==> src/rtl/decode_scoreboard.sv <==
// LC-3b decode hazard scoreboard: per-register and CC in-flight write counters gating issue.
// stall/issue are combinational; counters, err and stall_cycles update on the rising edge.
module decode_scoreboard #(
  parameter int CNT_W     = 2,
  parameter bit WB_BYPASS = 1'b0,
  parameter int PERF_W    = 16
) (
  input  logic              clk,
  input  logic              rst_n,
  input  logic              dec_valid,
  input  logic [2:0]        dec_src1,
  input  logic [2:0]        dec_src2,
  input  logic              dec_src1_used,
  input  logic              dec_src2_used,
  input  logic [2:0]        dec_dest,
  input  logic              dec_ld_reg,
  input  logic              dec_uses_cc,
  input  logic              dec_ld_cc,
  input  logic              issue_ready,
  input  logic              wb_valid,
  input  logic              wb_ld_reg,
  input  logic              wb_ld_cc,
  input  logic [2:0]        wb_dest,
  input  logic              kill_valid,
  input  logic              kill_ld_reg,
  input  logic              kill_ld_cc,
  input  logic [2:0]        kill_dest,
  output logic              stall,
  output logic              issue,
  output logic [7:0]        reg_busy,
  output logic              cc_busy,
  output logic              err,
  output logic [PERF_W-1:0] stall_cycles
);

  localparam logic [CNT_W-1:0] CNT_MAX = '1;
  localparam logic [CNT_W-1:0] CNT_ONE = CNT_W'(1);

  logic [CNT_W-1:0] cnt [8];
  logic [CNT_W-1:0] cnt_cc;
  logic [CNT_W-1:0] cnt_nxt [8];
  logic [CNT_W-1:0] cnt_cc_nxt;
  logic [7:0]       wb_hit, kill_hit, inc_hit, pend, sat, upd_err;
  logic             wb_cc_hit, kill_cc_hit, pend_cc, sat_cc, cc_err;
  logic             hazard;

  // Saturating add/subtract; bit CNT_W flags an attempted under/overflow.
  function automatic logic [CNT_W:0] upd(input logic [CNT_W-1:0] cur, input logic inc,
                                         input logic d1, input logic d2);
    int n;
    n = int'(cur) + int'(inc) - int'(d1) - int'(d2);
    if (n < 0)                 upd = {1'b1, {CNT_W{1'b0}}};
    else if (n > int'(CNT_MAX)) upd = {1'b1, CNT_MAX};
    else                       upd = {1'b0, n[CNT_W-1:0]};
  endfunction

  assign wb_cc_hit   = wb_valid & wb_ld_cc;
  assign kill_cc_hit = kill_valid & kill_ld_cc;

  always_comb begin
    for (int r = 0; r < 8; r++) begin
      wb_hit[r]   = wb_valid & wb_ld_reg & (wb_dest == 3'(r));
      kill_hit[r] = kill_valid & kill_ld_reg & (kill_dest == 3'(r));
      sat[r]      = (cnt[r] == CNT_MAX);
      // Write-through regfile: the final pending write landing this cycle is visible now.
      pend[r]     = (cnt[r] != '0) &&
                    !(WB_BYPASS && (cnt[r] == CNT_ONE) && (wb_hit[r] || kill_hit[r]));
    end
    pend_cc = (cnt_cc != '0) &&
              !(WB_BYPASS && (cnt_cc == CNT_ONE) && (wb_cc_hit || kill_cc_hit));
    sat_cc  = (cnt_cc == CNT_MAX);
  end

  assign hazard = (dec_src1_used & pend[dec_src1]) |
                  (dec_src2_used & pend[dec_src2]) |
                  (dec_uses_cc & pend_cc) |
                  (dec_ld_reg & sat[dec_dest]) |
                  (dec_ld_cc & sat_cc);

  assign stall = dec_valid & (hazard | ~issue_ready);
  assign issue = dec_valid & ~stall;

  always_comb begin
    for (int r = 0; r < 8; r++) begin
      inc_hit[r] = issue & dec_ld_reg & (dec_dest == 3'(r));
      {upd_err[r], cnt_nxt[r]} = upd(cnt[r], inc_hit[r], wb_hit[r], kill_hit[r]);
    end
    {cc_err, cnt_cc_nxt} = upd(cnt_cc, issue & dec_ld_cc, wb_cc_hit, kill_cc_hit);
  end

  always_ff @(posedge clk or negedge rst_n) begin
    if (!rst_n) begin
      for (int r = 0; r < 8; r++) cnt[r] <= '0;
      cnt_cc       <= '0;
      err          <= 1'b0;
      stall_cycles <= '0;
    end else begin
      for (int r = 0; r < 8; r++) cnt[r] <= cnt_nxt[r];
      cnt_cc <= cnt_cc_nxt;
      err    <= err | cc_err | (|upd_err);
      if (stall && (stall_cycles != '1)) stall_cycles <= stall_cycles + 1'b1;
    end
  end

  always_comb begin
    for (int r = 0; r < 8; r++) reg_busy[r] = (cnt[r] != '0);
  end
  assign cc_busy = (cnt_cc != '0);

endmodule
==> config.mk <==
export PLATFORM = sky130hd
export DESIGN_NAME = decode_scoreboard
export DESIGN_NICKNAME = d
export VERILOG_FILES = /design/src/rtl/decode_scoreboard.sv
export SDC_FILE = /design/constraint.sdc
export NUM_CORES = 1
export LEC_CHECK = 0
export BUFFER_PORTS_ARGS = -buffer_cell sky130_fd_sc_hd__buf_2
export CORE_UTILIZATION = 45
export CTS_CLUSTER_DIAMETER = 50
export DETAILED_ROUTE_END_ITERATION = 10
export PLACE_DENSITY = 0.68
export SLEW_MARGIN = 20
export SYNTH_ARGS = -nofsm -noshare
export SYNTH_HDL_FRONTEND = slang
export SYNTH_SLANG_ARGS = --single-unit
==> constraint.sdc <==
create_clock -name clk -period 11.3 [get_ports clk]
set_input_delay 0.565 -clock clk [delete_from_list [all_inputs] [get_ports clk]]
set_output_delay 0.565 -clock clk [all_outputs]
set_load 0.01 [all_outputs]
==> results of run 1 <==
[kinds of logic after synthesis]
family,Yosys count,synth area share (%)
mux,5,2.17
fa+ha+maj,55,23.0
simple gates,141,23.4
flops,35,26.6
buf+inv,46,5.48
xor+xnor,23,6.13
compound gates,54,13.2
[layout make-up]
| class | count | area [um^2] |
|---|---|---|
| Fill cell | 638 | 3130 |
| Multi-Input combinational cell | 278 | 2230 |
| Sequential cell | 35 | 876 |
| Timing Repair Buffer | 57 | 285 |
| Inverter | 44 | 165 |
| Tap cell | 96 | 120 |
| Clock buffer | 5 | 68.8 |
| Clock inverter | 3 | 67.6 |
[how the worst max path moves through the flow]
stage          cells after the start  slack, ns       endpoint
2_1_floorplan                     17       7.03  err$_DFF_PN0_
3_3_place_gp                      19       6.56  err$_DFF_PN0_
3_5_place_dp                      19       6.38  err$_DFF_PN0_
4_1_cts                           18       6.41  err$_DFF_PN0_
5_1_grt                           18       5.98  err$_DFF_PN0_
6_report                          18       6.34  err$_DFF_PN0_
[per-layer routing]
layer  share of wire [%]  vias to the layer above  track usage (%)
li1                    -                     1377                -
met1                  45                     1306             26.6
met2                  50                       66             39.1
met3                 4.5                        6             4.08
met4                0.89                        0             5.07
met5                   0                        -                0
[Yosys cell counts (3+ instances only)]
master	number	area [um^2]
a31oi_1	3	18.8
inv_1	44	165
o21ai_0	10	50.1
or2_2	3	18.8
nor3b_1	3	22.5
fa_1	9	180
nand2_1	33	124
nor4b_1	3	26.3
nor2_1	19	71.3
dfrtp_1	35	876
nor3_1	9	45.0
nor4_1	3	18.8
o21bai_1	3	22.5
and2_1	4	25.0
a21boi_0	5	37.5
a21oi_1	12	60.1
nand4_1	8	50.1
ha_1	46	576
nand2b_1	6	37.5
nand3_1	15	75.1
and3_1	15	93.8
xnor2_1	17	149
a22o_1	4	35.0
nor2b_1	5	31.3
or2_1	4	25.0
xor2_1	6	52.6
[power breakdown]
part           leakage, nW  internal (mW)  switching (mW)  total, mW
logic                 1.45          0.139           0.168      0.307
registers            0.396          0.161          0.0560      0.217
clock network       0.0644         0.0881          0.0503      0.138
total                 1.91          0.388           0.275      0.663
[flip-flops by register name, indices dropped and copies added, names as in the netlist]
signal and count:
err 1, stall_cycles 16, cnt_cc 2, cnt 16
[critical path, stage by stage (launching register included)]
cell      delay, ns
dfrtp_1        0.46
or2_1          0.28
o311a_1        0.31
a31o_4         0.24
a311oi_4       0.32
nor4b_4        0.47
nand3_1        0.17
ha_1           0.29
inv_1          0.06
ha_1           0.14
inv_1          0.06
fa_1           0.39
xnor2_1        0.34
a21boi_0       0.36
o22ai_1        0.14
nor3_1         0.18
nand4b_1       0.15
nor4b_1        0.36
nand3_1        0.12
[through the flow]
| step | hold slack (ns) | std cells | utilization (%) | power, mW |
|---|---|---|---|---|
| floorplan | 0.269 | 359 | - | 0.434 |
| global placement | 0.470 | 510 | 53.0 | 0.518 |
| detailed placement | 0.480 | 510 | 53.0 | 0.527 |
| CTS | 0.398 | 518 | 54.9 | 0.668 |
| global route | 0.435 | 518 | 54.9 | 0.716 |
| finish | 0.375 | 518 | 54.9 | 0.663 |
==> results.sh, run 1 <==
export IMPL_setup_viol=0
export IMPL_startpoint="cnt[13]$_DFF_PN0_"
export IMPL_routed_wl_mm=7.86
export IMPL_period_share_pct=43.9
export IMPL_clk_latency_ns=0.29
export IMPL_rows=30
export IMPL_cts_max_level=2
export IMPL_drt_iter0_drc=99
export IMPL_num_vias=2755
export IMPL_power_density_nw_per_um2=174
export IMPL_syn_inst=359
export IMPL_place_congestion=0.934
export IMPL_dp_hpwl_mm=6.61
export IMPL_firstDrtPassIters=4
export IMPL_initial_core_util_pct=47.4
export IMPL_ioPinCount=58
export IMPL_arrival_ns=5.12
export IMPL_cts_clk_slew_worst_paths_ns=0.08
export IMPL_synth_flop_cell="dfrtp_1"
export IMPL_placed_area_um2=3680
export IMPL_synth_avg_cell_area_um2=9.16
export IMPL_synth_edf_count=0
export IMPL_r2r_cells=18
export IMPL_rsz0062_at_grt="false"
export IMPL_final_hold_viol_count=0
export IMPL_remaining_drc_errors=0
export IMPL_yosysUniqueCellTypes=54
export IMPL_cts_setup_buffers=0
export IMPL_via_per_inst=5.32
export IMPL_fmax_mhz=202
export IMPL_dieArea_um2=7650
export IMPL_die_h_um=87.5
export IMPL_cp_max_fo=8
export IMPL_ys_seq_elements=35
export IMPL_layout_common_cells="57 x buf_2, 46 x ha_1, 44 x inv_1"
export IMPL_critPathRequiredTime_ns=11.46
export IMPL_fin_area_um2=3810
export IMPL_r2r_start="cnt[13]$_DFF_PN0_"
export IMPL_timing_slew_headroom_pct=43.7
export IMPL_setup_slack_ns=6.34
export IMPL_areaGrowthSynthToFinish_pct=16.0
export IMPL_critPathKind="flip-flop to flip-flop"
export IMPL_final_common_cell="buf_2"
export IMPL_worstMarginPinSlew_ns=0.845
export IMPL_skew_ns=0.00289
export IMPL_maxCapViolCount=0
export IMPL_cts_tree="done"
export IMPL_max_vdd_ir_drop_v=0.0000646
export IMPL_period_minus_slack_ns=4.96
export IMPL_status="completed"
export IMPL_async_flop_share_pct=100
export IMPL_hold_path_class="input pin to async pin"
export IMPL_ys_warn_count=0
export IMPL_grt_total_usage_pct=21.7
export IMPL_numPortBuffers=57
export IMPL_grt_pass1_wl_mm=12.6
export IMPL_clock_sinks=35
export IMPL_root_buffer="clkbuf_8"
export IMPL_end_kind="flip-flop"
export IMPL_tns_ns=0
export IMPL_core_area_um2=6940
export IMPL_diodes=0
export IMPL_cts_resized=0
export IMPL_cts_hold_buf=0
export IMPL_cts_path_max_buffers=2
export IMPL_pre_cts_ws_ns=6.38
export IMPL_die_x_um=87.5
export IMPL_reg2reg_slack_ns=6.34
export IMPL_yosysSeqAreaShare_pct=26.6
export IMPL_leakage_nw=1.91
export IMPL_cp_start_kind="flip-flop"
export IMPL_grt_pass1_vias=2648
export IMPL_fin_nets=506
export IMPL_syn_num_nets=444
export IMPL_routedWlPerCell_um=15.2
export IMPL_grt_ovfl_total=0
export IMPL_numCtsBuffers=5
export IMPL_antenna_found_initial=0
export IMPL_timing_rr_end="err$_DFF_PN0_"
export IMPL_grt_start_max_net_pins=36
export IMPL_ant_nets=0
export IMPL_slew_violations=0
export IMPL_syn_cell_area_um2=3290
export IMPL_layout_drive_gt1_share_pct=19.2
Power figures use the tool's default switching activity.
==> run 2: changes to the inputs <==
ABC_AREA = 1   (was unset)
clock period = 5 ns   (was 11.3 ns; I/O delays follow)
==> results.sh, run 2 <==
export IMPL_status="completed"
export IMPL_timing_rr_end="err$_DFF_PN0_"
export IMPL_power_mw=1.30
export IMPL_dieArea_um2=8070
export IMPL_grt_start_max_net_pins=36
export IMPL_period_minus_slack_ns=4.00
export IMPL_clk_latency_ns=0.29
export IMPL_end_kind="flip-flop"
export IMPL_timing_slew_headroom_pct=41.3
export IMPL_largestRegisters="cnt (16), stall_cycles (16), cnt_cc (2)"
export IMPL_layout_common_cells="119 x nand2_1, 68 x inv_1, 57 x buf_2"
export IMPL_syn_num_nets=557
export IMPL_routed_wl_mm=8.44
export IMPL_synth_avg_cell_area_um2=7.35
export IMPL_synth_edf_count=0
export IMPL_cts_resized=0
export IMPL_antenna_found_initial=0
export IMPL_synth_area_top_cells="dfrtp_1 25%, ha_1 17%, nand2_1 13%"
export IMPL_cts_clk_slew_worst_paths_ns=0.08
export IMPL_cp_cell_sequence="nor2_1, nand2_1, nand3_1, nand3_1, nand3_1, nand3_1, nor3_4, nand4_1, ha_1, inv_1, ha_1, inv_1, fa_1, ha_1, nand2_1, nand2_1, inv_1, a21oi_1, nand3_1, nor2_1, nand3_1"
export IMPL_drt_iter0_drc=190
export IMPL_rows=31
export IMPL_die_h_um=89.8
export IMPL_ys_seq_elements=35
export IMPL_numCtsBuffers=5
export IMPL_worstMarginPinSlew_ns=0.881
export IMPL_r2r_start="cnt[7]$_DFF_PN0_"
export IMPL_ant_nets=0
export IMPL_final_common_cell="nand2_1"
export IMPL_initial_core_util_pct=47.1
export IMPL_cpMostUsedCell="nand3_1"
export IMPL_cp_max_fo=10
export IMPL_pre_cts_ws_ns=1.06
export IMPL_cts_setup_buffers=0
export IMPL_synth_top_area_share_pct=25.2
export IMPL_maxCapViolCount=0
export IMPL_ys_warn_count=0
export IMPL_yosysSeqAreaShare_pct=25.2
export IMPL_leakage_nw=2.20
export IMPL_crit_slowest_cell="fa_1"
export IMPL_skew_ns=0.0106
export IMPL_cp_start_kind="flip-flop"
export IMPL_place_inst=622
export IMPL_whs_ns=0.0685
export IMPL_final_hold_viol_count=0
export IMPL_reg2reg_slack_ns=1.0
export IMPL_clock_sinks=35
export IMPL_place_congestion=0.930
export IMPL_power_density_nw_per_um2=331
export IMPL_setup_viol=0
export IMPL_critPathMaxStageDelay_ns=0.52
export IMPL_grt_pass1_wl_mm=14.4
export IMPL_arrival_ns=4.16
export IMPL_remaining_drc_errors=0
export IMPL_layout_drive_gt1_share_pct=14.7
export IMPL_finish_utilization_pct=53.3
export IMPL_grt_ovfl_total=0
export IMPL_hold_path_class="input pin to async pin"
export IMPL_via_per_inst=5.15
export IMPL_final_cells=630
export IMPL_critPathRequiredTime_ns=5.16
export IMPL_fin_area_um2=3930
export IMPL_fmax_mhz=250
export IMPL_rsz0062_at_grt="false"
export IMPL_r2r_cells=21
export IMPL_max_vdd_ir_drop_v=0.000215
export IMPL_placed_area_um2=3850
export IMPL_period_share_pct=80.1
export IMPL_cts_path_max_buffers=2
export IMPL_cts_max_level=2
export IMPL_syn_inst=472
export IMPL_numPortBuffers=57
export IMPL_num_vias=3243
export IMPL_core_area_um2=7370
export IMPL_grt_total_usage_pct=22.2
export IMPL_setup_slack_ns=0.997
export IMPL_cts_hold_buf=0
export IMPL_grt_pass1_vias=3172
export IMPL_areaGrowthSynthToFinish_pct=13.2
export IMPL_syn_cell_area_um2=3470
export IMPL_synth_common_cells="119 x nand2_1, 68 x inv_1, 46 x ha_1"
export IMPL_yosysUniqueCellTypes=32
export IMPL_root_buffer="clkbuf_8"
export IMPL_cts_tree="done"
export IMPL_synth_most_common_cell="nand2_1"
export IMPL_async_flop_share_pct=100
export IMPL_critPathKind="flip-flop to flip-flop"
export IMPL_diodes=0
export IMPL_yosysTopAreaCell="dfrtp_1"
export IMPL_slew_violations=0
export IMPL_synth_flop_cell="dfrtp_1"
export IMPL_die_x_um=89.8
export IMPL_tns_ns=0
export IMPL_fin_nets=615
export IMPL_routedWlPerCell_um=13.4
export IMPL_dp_hpwl_mm=6.87
export IMPL_ioPinCount=58
export IMPL_firstDrtPassIters=5
## run 2: per-layer routing
metal	global-route usage, %	vias up	routed length (um)
li1	-	1640	-
met1	28.4	1485	3660
met2	39.4	108	4150
met3	3.38	10	518
met4	5.19	0	116
met5	0	-	0
## run 2: how the worst max path moves through the flow
stage	end	start	cells past startpoint	slack, ns
after floorplan	err$_DFF_PN0_	cnt_cc[1]$_DFF_PN0_	20	1.58
after global placement	err$_DFF_PN0_	cnt[1]$_DFF_PN0_	21	1.19
after detailed placement	err$_DFF_PN0_	cnt[1]$_DFF_PN0_	21	1.06
after CTS	err$_DFF_PN0_	cnt[1]$_DFF_PN0_	21	1.03
after global routing	err$_DFF_PN0_	cnt[7]$_DFF_PN0_	21	0.62
final	err$_DFF_PN0_	cnt[7]$_DFF_PN0_	21	1.0
## run 2: layout make-up
cell class / count / area (um^2)
well taps: 99 / 124
clock inverters: 1 / 5.00
flip-flops and latches: 35 / 876
multi-input cells: 356 / 2280
repair buffers: 57 / 285
inverters: 75 / 282
clock buffers: 7 / 76.3
fillers: 737 / 3440
## run 2: worst max-delay path, delay by kind of cell (launching register included)
| family | cells | cell delay (ns) |
|---|---|---|
| compound gates | 1 | 0.14 |
| fa+ha+maj | 4 | 1.12 |
| buf+inv | 3 | 0.20 |
| flops | 1 | 0.45 |
| simple gates | 13 | 1.94 |
## run 2: logic make-up (layout without fill, tap and decap cells)
logic type	Yosys count	count (layout)	share of synthesized area (%)
flops	35	35	25.2
simple gates	242	242	32.6
buf+inv	81	140	9.05
xor+xnor	22	22	5.55
fa+ha+maj	55	55	21.8
compound gates	37	37	5.84
## run 2: power by group
group / switching (mW) / internal, mW
Combinational: 0.382 / 0.258
Sequential: 0.102 / 0.354
Clock: 0.109 / 0.0980
